### src/rtl/control_fsm.sv
// Multicycle control unit: sequences fetch/decode/execute/memory/write-back,
// with single-step mode and a terminal display state.
module control_fsm (
  input  logic        clock,
  input  logic        reset_n,
  input  logic [3:0]  opcode,
  input  logic        zero,
  input  logic        step_en,
  input  logic        step,
  output logic [3:0]  state,
  output logic        readMem,
  output logic        writeMem,
  output logic        irWrite,
  output logic        mdrWrite,
  output logic        regWrite,
  output logic        pcWrite,
  output logic        memToReg,
  output logic        iorD,
  output logic [1:0]  aluSrcB,
  output logic [1:0]  aluOp,
  output logic [1:0]  pcSrc,
  output logic        erro,
  output logic [15:0] instr_count
);

  localparam int unsigned CNT_W = 16;

  typedef enum logic [3:0] {
    FETCH     = 4'b0000,
    DECODE    = 4'b0001,
    EXEC_ALU  = 4'b0010,
    WB_ALU    = 4'b0011,
    ADDR      = 4'b0100,
    MEM_READ  = 4'b0101,
    WB_LOAD   = 4'b0110,
    BRANCH    = 4'b0111,
    JUMP      = 4'b1000,
    IDLE      = 4'b1001,
    DISPLAY   = 4'b1010,
    MEM_WRITE = 4'b1011
  } state_t;

  state_t           state_q, state_d;
  logic             phase_q, phase_d;
  logic             erro_q;
  logic [CNT_W-1:0] count_q;
  logic             step_s1, step_s2, step_d;
  logic             step_rise;
  logic             done;
  logic             erro_set;

  // step button: 2-flop synchronizer followed by a rising-edge detector
  always_ff @(posedge clock or negedge reset_n) begin
    if (!reset_n) begin
      step_s1 <= 1'b0;
      step_s2 <= 1'b0;
      step_d  <= 1'b0;
    end else begin
      step_s1 <= step;
      step_s2 <= step_s1;
      step_d  <= step_s2;
    end
  end

  assign step_rise = step_s2 & ~step_d;

  always_ff @(posedge clock or negedge reset_n) begin
    if (!reset_n) begin
      state_q <= IDLE;
      phase_q <= 1'b0;
      erro_q  <= 1'b0;
      count_q <= '0;
    end else begin
      state_q <= state_d;
      phase_q <= phase_d;
      if (erro_set) erro_q <= 1'b1;
      if (done && (count_q != {CNT_W{1'b1}})) count_q <= count_q + CNT_W'(1);
    end
  end

  // next-state, instruction completion and error detection
  always_comb begin
    state_d  = state_q;
    phase_d  = 1'b0;
    done     = 1'b0;
    erro_set = 1'b0;
    case (state_q)
      FETCH:    state_d = DECODE;
      DECODE: begin
        if (!opcode[3])             state_d = EXEC_ALU;
        else if (opcode == 4'h8 || opcode == 4'h9) state_d = ADDR;
        else if (opcode == 4'hA)    state_d = JUMP;
        else if (opcode == 4'hB)    state_d = BRANCH;
        else begin
          state_d  = DISPLAY;
          erro_set = (opcode != 4'hC);
        end
      end
      EXEC_ALU: state_d = WB_ALU;
      ADDR:     state_d = (opcode == 4'h9) ? MEM_WRITE : MEM_READ;
      MEM_READ: state_d = WB_LOAD;
      MEM_WRITE: begin
        if (!phase_q) begin
          phase_d = 1'b1;
        end else begin
          done    = 1'b1;
          state_d = step_en ? IDLE : FETCH;
        end
      end
      WB_ALU, WB_LOAD, BRANCH, JUMP: begin
        done    = 1'b1;
        state_d = step_en ? IDLE : FETCH;
      end
      IDLE:     if (!step_en || step_rise) state_d = FETCH;
      DISPLAY:  state_d = DISPLAY;
      default: begin
        state_d  = DISPLAY;
        erro_set = 1'b1;
      end
    endcase
  end

  // Moore decode of the registered state; pcWrite in BRANCH follows zero
  always_comb begin
    readMem  = 1'b0;
    writeMem = 1'b0;
    irWrite  = 1'b0;
    mdrWrite = 1'b0;
    regWrite = 1'b0;
    pcWrite  = 1'b0;
    memToReg = 1'b0;
    iorD     = 1'b0;
    aluSrcB  = 2'b00;
    aluOp    = 2'b00;
    pcSrc    = 2'b00;
    case (state_q)
      FETCH: begin
        readMem = 1'b1;
        irWrite = 1'b1;
        aluSrcB = 2'b01;
        pcWrite = 1'b1;
      end
      EXEC_ALU: aluOp = 2'b10;
      WB_ALU:   regWrite = 1'b1;
      ADDR:     aluSrcB = 2'b10;
      MEM_READ: begin
        readMem  = 1'b1;
        iorD     = 1'b1;
        mdrWrite = 1'b1;
      end
      WB_LOAD: begin
        regWrite = 1'b1;
        memToReg = 1'b1;
      end
      MEM_WRITE: begin
        writeMem = ~phase_q;
        iorD     = ~phase_q;
      end
      BRANCH: begin
        aluOp   = 2'b01;
        pcSrc   = 2'b01;
        pcWrite = zero;
      end
      JUMP: begin
        pcSrc   = 2'b10;
        pcWrite = 1'b1;
      end
      default: ;
    endcase
  end

  assign state       = state_q;
  assign erro        = erro_q;
  assign instr_count = count_q;

endmodule

### config.mk
export PLATFORM = sky130hd
export DESIGN_NAME = control_fsm
export DESIGN_NICKNAME = d
export VERILOG_FILES = /design/src/rtl/control_fsm.sv
export SDC_FILE = /design/constraint.sdc
export NUM_CORES = 1
export LEC_CHECK = 0
export CORE_UTILIZATION = 25
export CTS_CLUSTER_SIZE = 24
export DETAILED_ROUTE_END_ITERATION = 16
export SLEW_MARGIN = 0
export SYNTH_ARGS = -nofsm -noshare
export SYNTH_HDL_FRONTEND = slang
export SYNTH_SLANG_ARGS = --single-unit
### constraint.sdc
create_clock -name clock -period 1.6 [get_ports clock]
set_input_delay 0.24 -clock clock [delete_from_list [all_inputs] [get_ports clock]]
set_output_delay 0.24 -clock clock [all_outputs]
set_load 0.01 [all_outputs]
**Yosys cells after proc, flatten, opt, wreduce, memory -nomap -nowiden**

Cells that the tools add are included.

- Flip-flop bits (word level): 25
- Latch bits: 0
- RAM bits: 0
- ROM bits: 0
- Bits of input ports: 9
- Output and inout bits: 35
- Word-level logic and storage cells: 70
- Memories kept: 0

- $add $sub $neg: 1
- Multiply operators: 0
- Div/mod/pow operators: 0
- Magnitude comparators: 0
- Eq/ne operators: 19
- Shifts and indexed selects: 0
- Mux-type cells: 29
- Bitwise logic cells: 3
- Reduce and logical (&&, ||, !) cells: 11

Operators by type and width:

| cell | count |
|---|---|
| $eq 4x4->1 const B | 8 |
| $mux 4 | 8 |
| $pmux 4 s8 | 1 |
| $add 16x1->16 const B | 1 |
| $eq 4x3->1 const B | 4 |
| $ne 16x16->1 const B | 1 |
| $mux 1 | 13 |
| $pmux 2 s2 | 3 |
| $reduce_or 11->1 | 1 |
| $eq 4x2->1 const B | 2 |
| $pmux 1 s2 | 4 |
| $reduce_or 2->1 | 3 |
| $eq 4x1->1 const B | 1 |
| $logic_not 4->1 | 1 |
| $ne 2x2->1 const B | 2 |
| $ne 4x4->1 const B | 1 |
| $reduce_or 4->1 | 1 |
| $logic_or 1x1->1 | 2 |
| $not 1->1 | 2 |
| $reduce_and 2->1 | 1 |
| $and 1x1->1 | 1 |
| $logic_and 1x1->1 | 1 |
| $logic_not 1->1 | 1 |

**Logic depth before layout (Yosys ltp)**

- Word-level depth: 6
- Mapped depth: 6
- Gate-level depth less buffers: 6

**Worst setup path after synthesis**

Ideal clock, no wire load.

- Kind: reg2reg
- Start point: register count_q[0] (netlist: instr_count[0])
- End point: register count_q[1] (netlist: instr_count[1])
- Library setup time: 0.128 ns
- Arrival: 1.670 ns
- Data required time: 1.472 ns
- Slack: -0.198 ns
- Stages on the path, launching flop included: 6
- Buffers on the path: 0
- Clock period less this slack: 1.798 ns
- Cells stage by stage: dfrtp_1 ha_1 nand4_2 nor4_4 nor2_2 mux2_1

- Word-level cells in the longest chain between the ends: 2
- Elaborated cells on any way between the ends: 3
- Those cells by class: 1 x add/sub; 1 x eq/ne; 1 x reduce/logical

Ends and longest elaborated chain:

| item | RTL line | source |
|---|---|---|
| start: declaration | 46 | `logic [CNT_W-1:0] count_q;` |
| start signal: assignment | 77 | `if (done && (count_q != {CNT_W{1'b1}})) count_q <= count_q + CNT_W'(1);` |
| parallel branches: the longest is 2 deep, another holds $add 16x1->16 | -- |  |

Parallel ways; which one is timed is not known.
A chain may end at the register's enable or synchronous reset.

**Final worst setup path**

- Start point: register state_q[0] (netlist: state[0])
- End point: register count_q[1] (netlist: instr_count[1])

- Word-level cells in the longest chain between the ends: 4
- Elaborated cells on any way between the ends: 8
- Those cells by class: 5 x eq/ne; 1 x mux; 2 x reduce/logical

Ends and longest elaborated chain:

| item | RTL line | source |
|---|---|---|
| start: declaration | 43 | `state_t state_q, state_d;` |
| start signal: assignment | 74 | `state_q <= state_d;` |
| $eq 4x2->1 (tied with other cells) | 87 | `case (state_q)` |
| $reduce_or 4->1 | 87 |  |
| $pmux 1 s2 (*) | 87 |  |
| $logic_and 1x1->1 (*) | 77 |  |

Mark *: on every way between the ends. The rest lies on a longest branch, timed or not.

==> flow_metrics.tcl <==
set metrics [dict create \
    hold_viol 0 \
    drive_gt1_share_pct 54.8 \
    p_clk_share_pct 36.2 \
    grt_pass1_wl_um 7250 \
    vias 1540 \
    htree_levels 1 \
    violations "negative setup slack" \
    seq_area_frac_synth_pct 43.2 \
    fp.dieH_um 78.3 \
    first_pass_iters 4 \
    place_congestion 0.832 \
    antenna_found_initial 0 \
    p_leak_nw 1.47 \
    drv_cap 0 \
    maxSlewViolCount 0 \
    first_global_vias 1575 \
    power_density_nw_per_um2 376 \
    crit_required_ns 1.76 \
    clkLatencyLatePin_ns 0.28 \
    status "finished with violations" \
    crit_fanout 5 \
    ant_nets 0 \
    finalCritPeriodShare_pct 111 \
    synthArstFlopShare_pct 100 \
    pwr-share-seq_pct 58.6 \
    tightest_slew_ns 0.491 \
    hp-class "input pin to async pin" \
    design_area_um2 2890 \
    endpoint_kind "register" \
    first_iter_violations 47 \
    clock_tree.buffer_depth 2 \
    fin_total_pwr_mw 1.09 \
    track_usage_pct 14.7 \
    grt_max_degree 26 \
    cts_made_buffers 3 \
    comb_power_share_pct 5.2 \
    p_sw_share_pct 22.3 \
    min_period_ns 1.78 \
    syn-num-nets 158 \
    clock_sinks 25 \
    fin_nets 270 \
    drt_wl_total_um 4470 \
    drcViolationCount 0 \
    globalRouteOverflowTotal 0 \
    dp_hpwl_um 2860 \
    vdd_drop_max_mv 0.353 \
    final-instance-count-excl-fill 331 \
    dieArea_um2 6130 \
    rows 27 \
    diodes 0 \
    setup_ws_ns -0.179 \
    syn_inst 148 \
    ys_ff_latch 25 \
    syn_avg_cell_area_um2 9.83 \
    placed_cell_area_um2 2340 \
    fp.dieW_um 78.3 \
    synth-edff-count 0 \
    p_sw_mw 0.243 \
    clk_pin_slew_ns 0.10 \
    yosysWarningCount 0 \
    cts_root_buf "clkbuf_8" \
    final_core_util_pct 51.9 \
    startpoint_type "register" \
    port_buffers 43 \
    cp_data_arrival_time_ns 1.94 \
    placed_cells 307 \
    synth_cell_types 47 \
    wl_per_cell_um 13.5 \
    ys.flop_type "dfrtp_1" \
    initial_core_util_pct 26.1 \
    worstSetupPathType "register to register" \
    syn_area_um2 1460 \
    cts_tree "done" \
    skew_ns 0.0102 \
    rsz0062_at_grt "true" \
    coreArea_um2 5570 \
    synthToLayoutAreaGrowth_pct 98.7 \
    setup_violations 29 \
    fmax_mhz 562 \
    ios 44 \
    fill_cells 488 \
    ff2ff_path_depth 7 \
    slew_headroom_pct 67.3 \
    cts_hold_buf 0 \
    place_ws_ns -0.225 \
    vias_per_cell 4.65 \
    p_int_mw 0.844 \
]
[area by class of cell]
class | count | area, um2 | area share, %
Sequential cell | 25 | 631 | 21.8
Clock inverter | 1 | 7.51 | 0.260
Clock buffer | 3 | 41.3 | 1.43
Timing Repair Buffer | 114 | 1030 | 35.7
Multi-Input combinational cell | 114 | 1080 | 37.3
Inverter | 2 | 10.0 | 0.346
Tap cell | 72 | 90.1 | 3.12
[path summary, 6_finish.rpt]
check / end / slack (ns) / start
worst min register to register: step_s2 / 0.36 / step_s1
worst min-delay path: instr_count[10] / 0.31 / reset_n
max in group asynchronous: state[3] / 0.98 / reset_n
worst max-delay path: instr_count[1] / -0.18 / state[0]
worst max register to register: instr_count[1] / -0.18 / state[0]
min in group clock: step_s2 / 0.36 / step_s1
[power groups by stage]
stage               Combinational [mW]  Clock (mW)  Sequential [mW]
floorplan                      0.00850           0            0.649
global placement                0.0577           0            0.649
detailed placement              0.0579           0            0.649
CTS                             0.0582       0.402            0.636
global route                    0.0629       0.423            0.637
finish                          0.0567       0.393            0.636
[repair_timing]
item,4_1_cts,5_1_grt
setup endpoints to repair,35,36
setup buffers,14,7
endpoints found under the hold margin,0,0
pin swaps,24,16
gates resized for setup,107,37
[sequential cells by signal, summed over array words and instances, names as in the netlist]
signal,cells
erro,1
instr_count,16
phase_q,1
state,4
step_s2,1
step_d,1
step_s1,1
[logic make-up after synthesis]
kind of cell	count (synthesis)	synth area share (%)
AO/OA/AOI/OAI	25	11.5
flip-flops	25	43.2
buffers and inverters	9	3.44
adder cells (fa/ha/maj)	1	0.860
XOR/XNOR	15	9.03
multiplexers	2	1.55
AND/OR/NAND/NOR	71	30.4
[Yosys cell counts, types with 2 or more instances]
cell      count  area (um2)
nor3_1        9        45.0
nor4b_1       2        17.5
buf_4         2        15.0
xor2_1       14         123
nand2_1      11        41.3
nor4_1        2        12.5
a21o_1        2        15.0
nor2_1       11        41.3
or2_2         2        12.5
nor3b_1       2        15.0
mux2_1        2        22.5
dfstp_2       2        52.6
nand2b_1      6        37.5
inv_1         2        7.51
a21oi_1       6        30.0
nor4_2        3        37.5
dfrtp_1      23         576
o21ai_0       6        30.0
o211ai_1      2        15.0
nand3_1       8        40.0
nor2b_1       3        18.8
clkbuf_1      3        11.3
[routing by layer]
metal  global-route usage [%]  vias to the layer above  wire [um]
li1                         -                      750          -
met1                     18.8                      763       1990
met2                     25.7                       23       2330
met3                     3.02                        4        128
met4                     2.22                        0         32
met5                        0                        -          0
[cell usage in the layout (no fill, tap or decap), types with 2 or more instances in the layout]
cell	netlist	routed
nand2_4	0	2
nor3_2	0	3
buf_6	1	16
nand2b_1	6	5
nor2_1	11	8
dfstp_2	2	2
clkdlybuf4s50_1	0	19
a21oi_1	6	5
buf_2	1	4
dlygate4sd2_1	0	5
clkbuf_8	0	3
nand2_1	11	8
nor2_4	0	2
nor2_2	1	2
clkdlybuf4s15_2	0	4
xor2_1	14	13
nor4_4	1	6
buf_4	2	59
nand2b_4	1	2
dfrtp_1	23	21
dfrtp_2	0	2
o21ai_0	6	3
nand3_1	8	6
nor3_4	1	6
nor4b_4	0	2
buf_12	0	3
or2_4	0	2
o21ai_1	0	2
mux2_4	0	2
o211ai_1	2	2
dlymetal6s2s_1	0	4
a21o_1	2	2
[per-stage QoR]
| stage | TNS [ns] | hold WS, ns |
|---|---|---|
| global route | -4.71 | 0.355 |
| global placement | -3.75 | 0.334 |
| finish | -2.81 | 0.312 |
| CTS | -2.79 | 0.329 |
| detailed placement | -3.72 | 0.335 |
| floorplan | -0.464 | -0.0556 |
[worst max-delay path, cell delays in order, from the launching register on]
cell and delay, ns:
dfstp_2 0.60, buf_6 0.15, nor3_4 0.05, a211oi_2 0.20
buf_4 0.20, buf_6 0.13, nor2_4 0.04, mux2_4 0.28
Power figures use the tool's default switching activity.
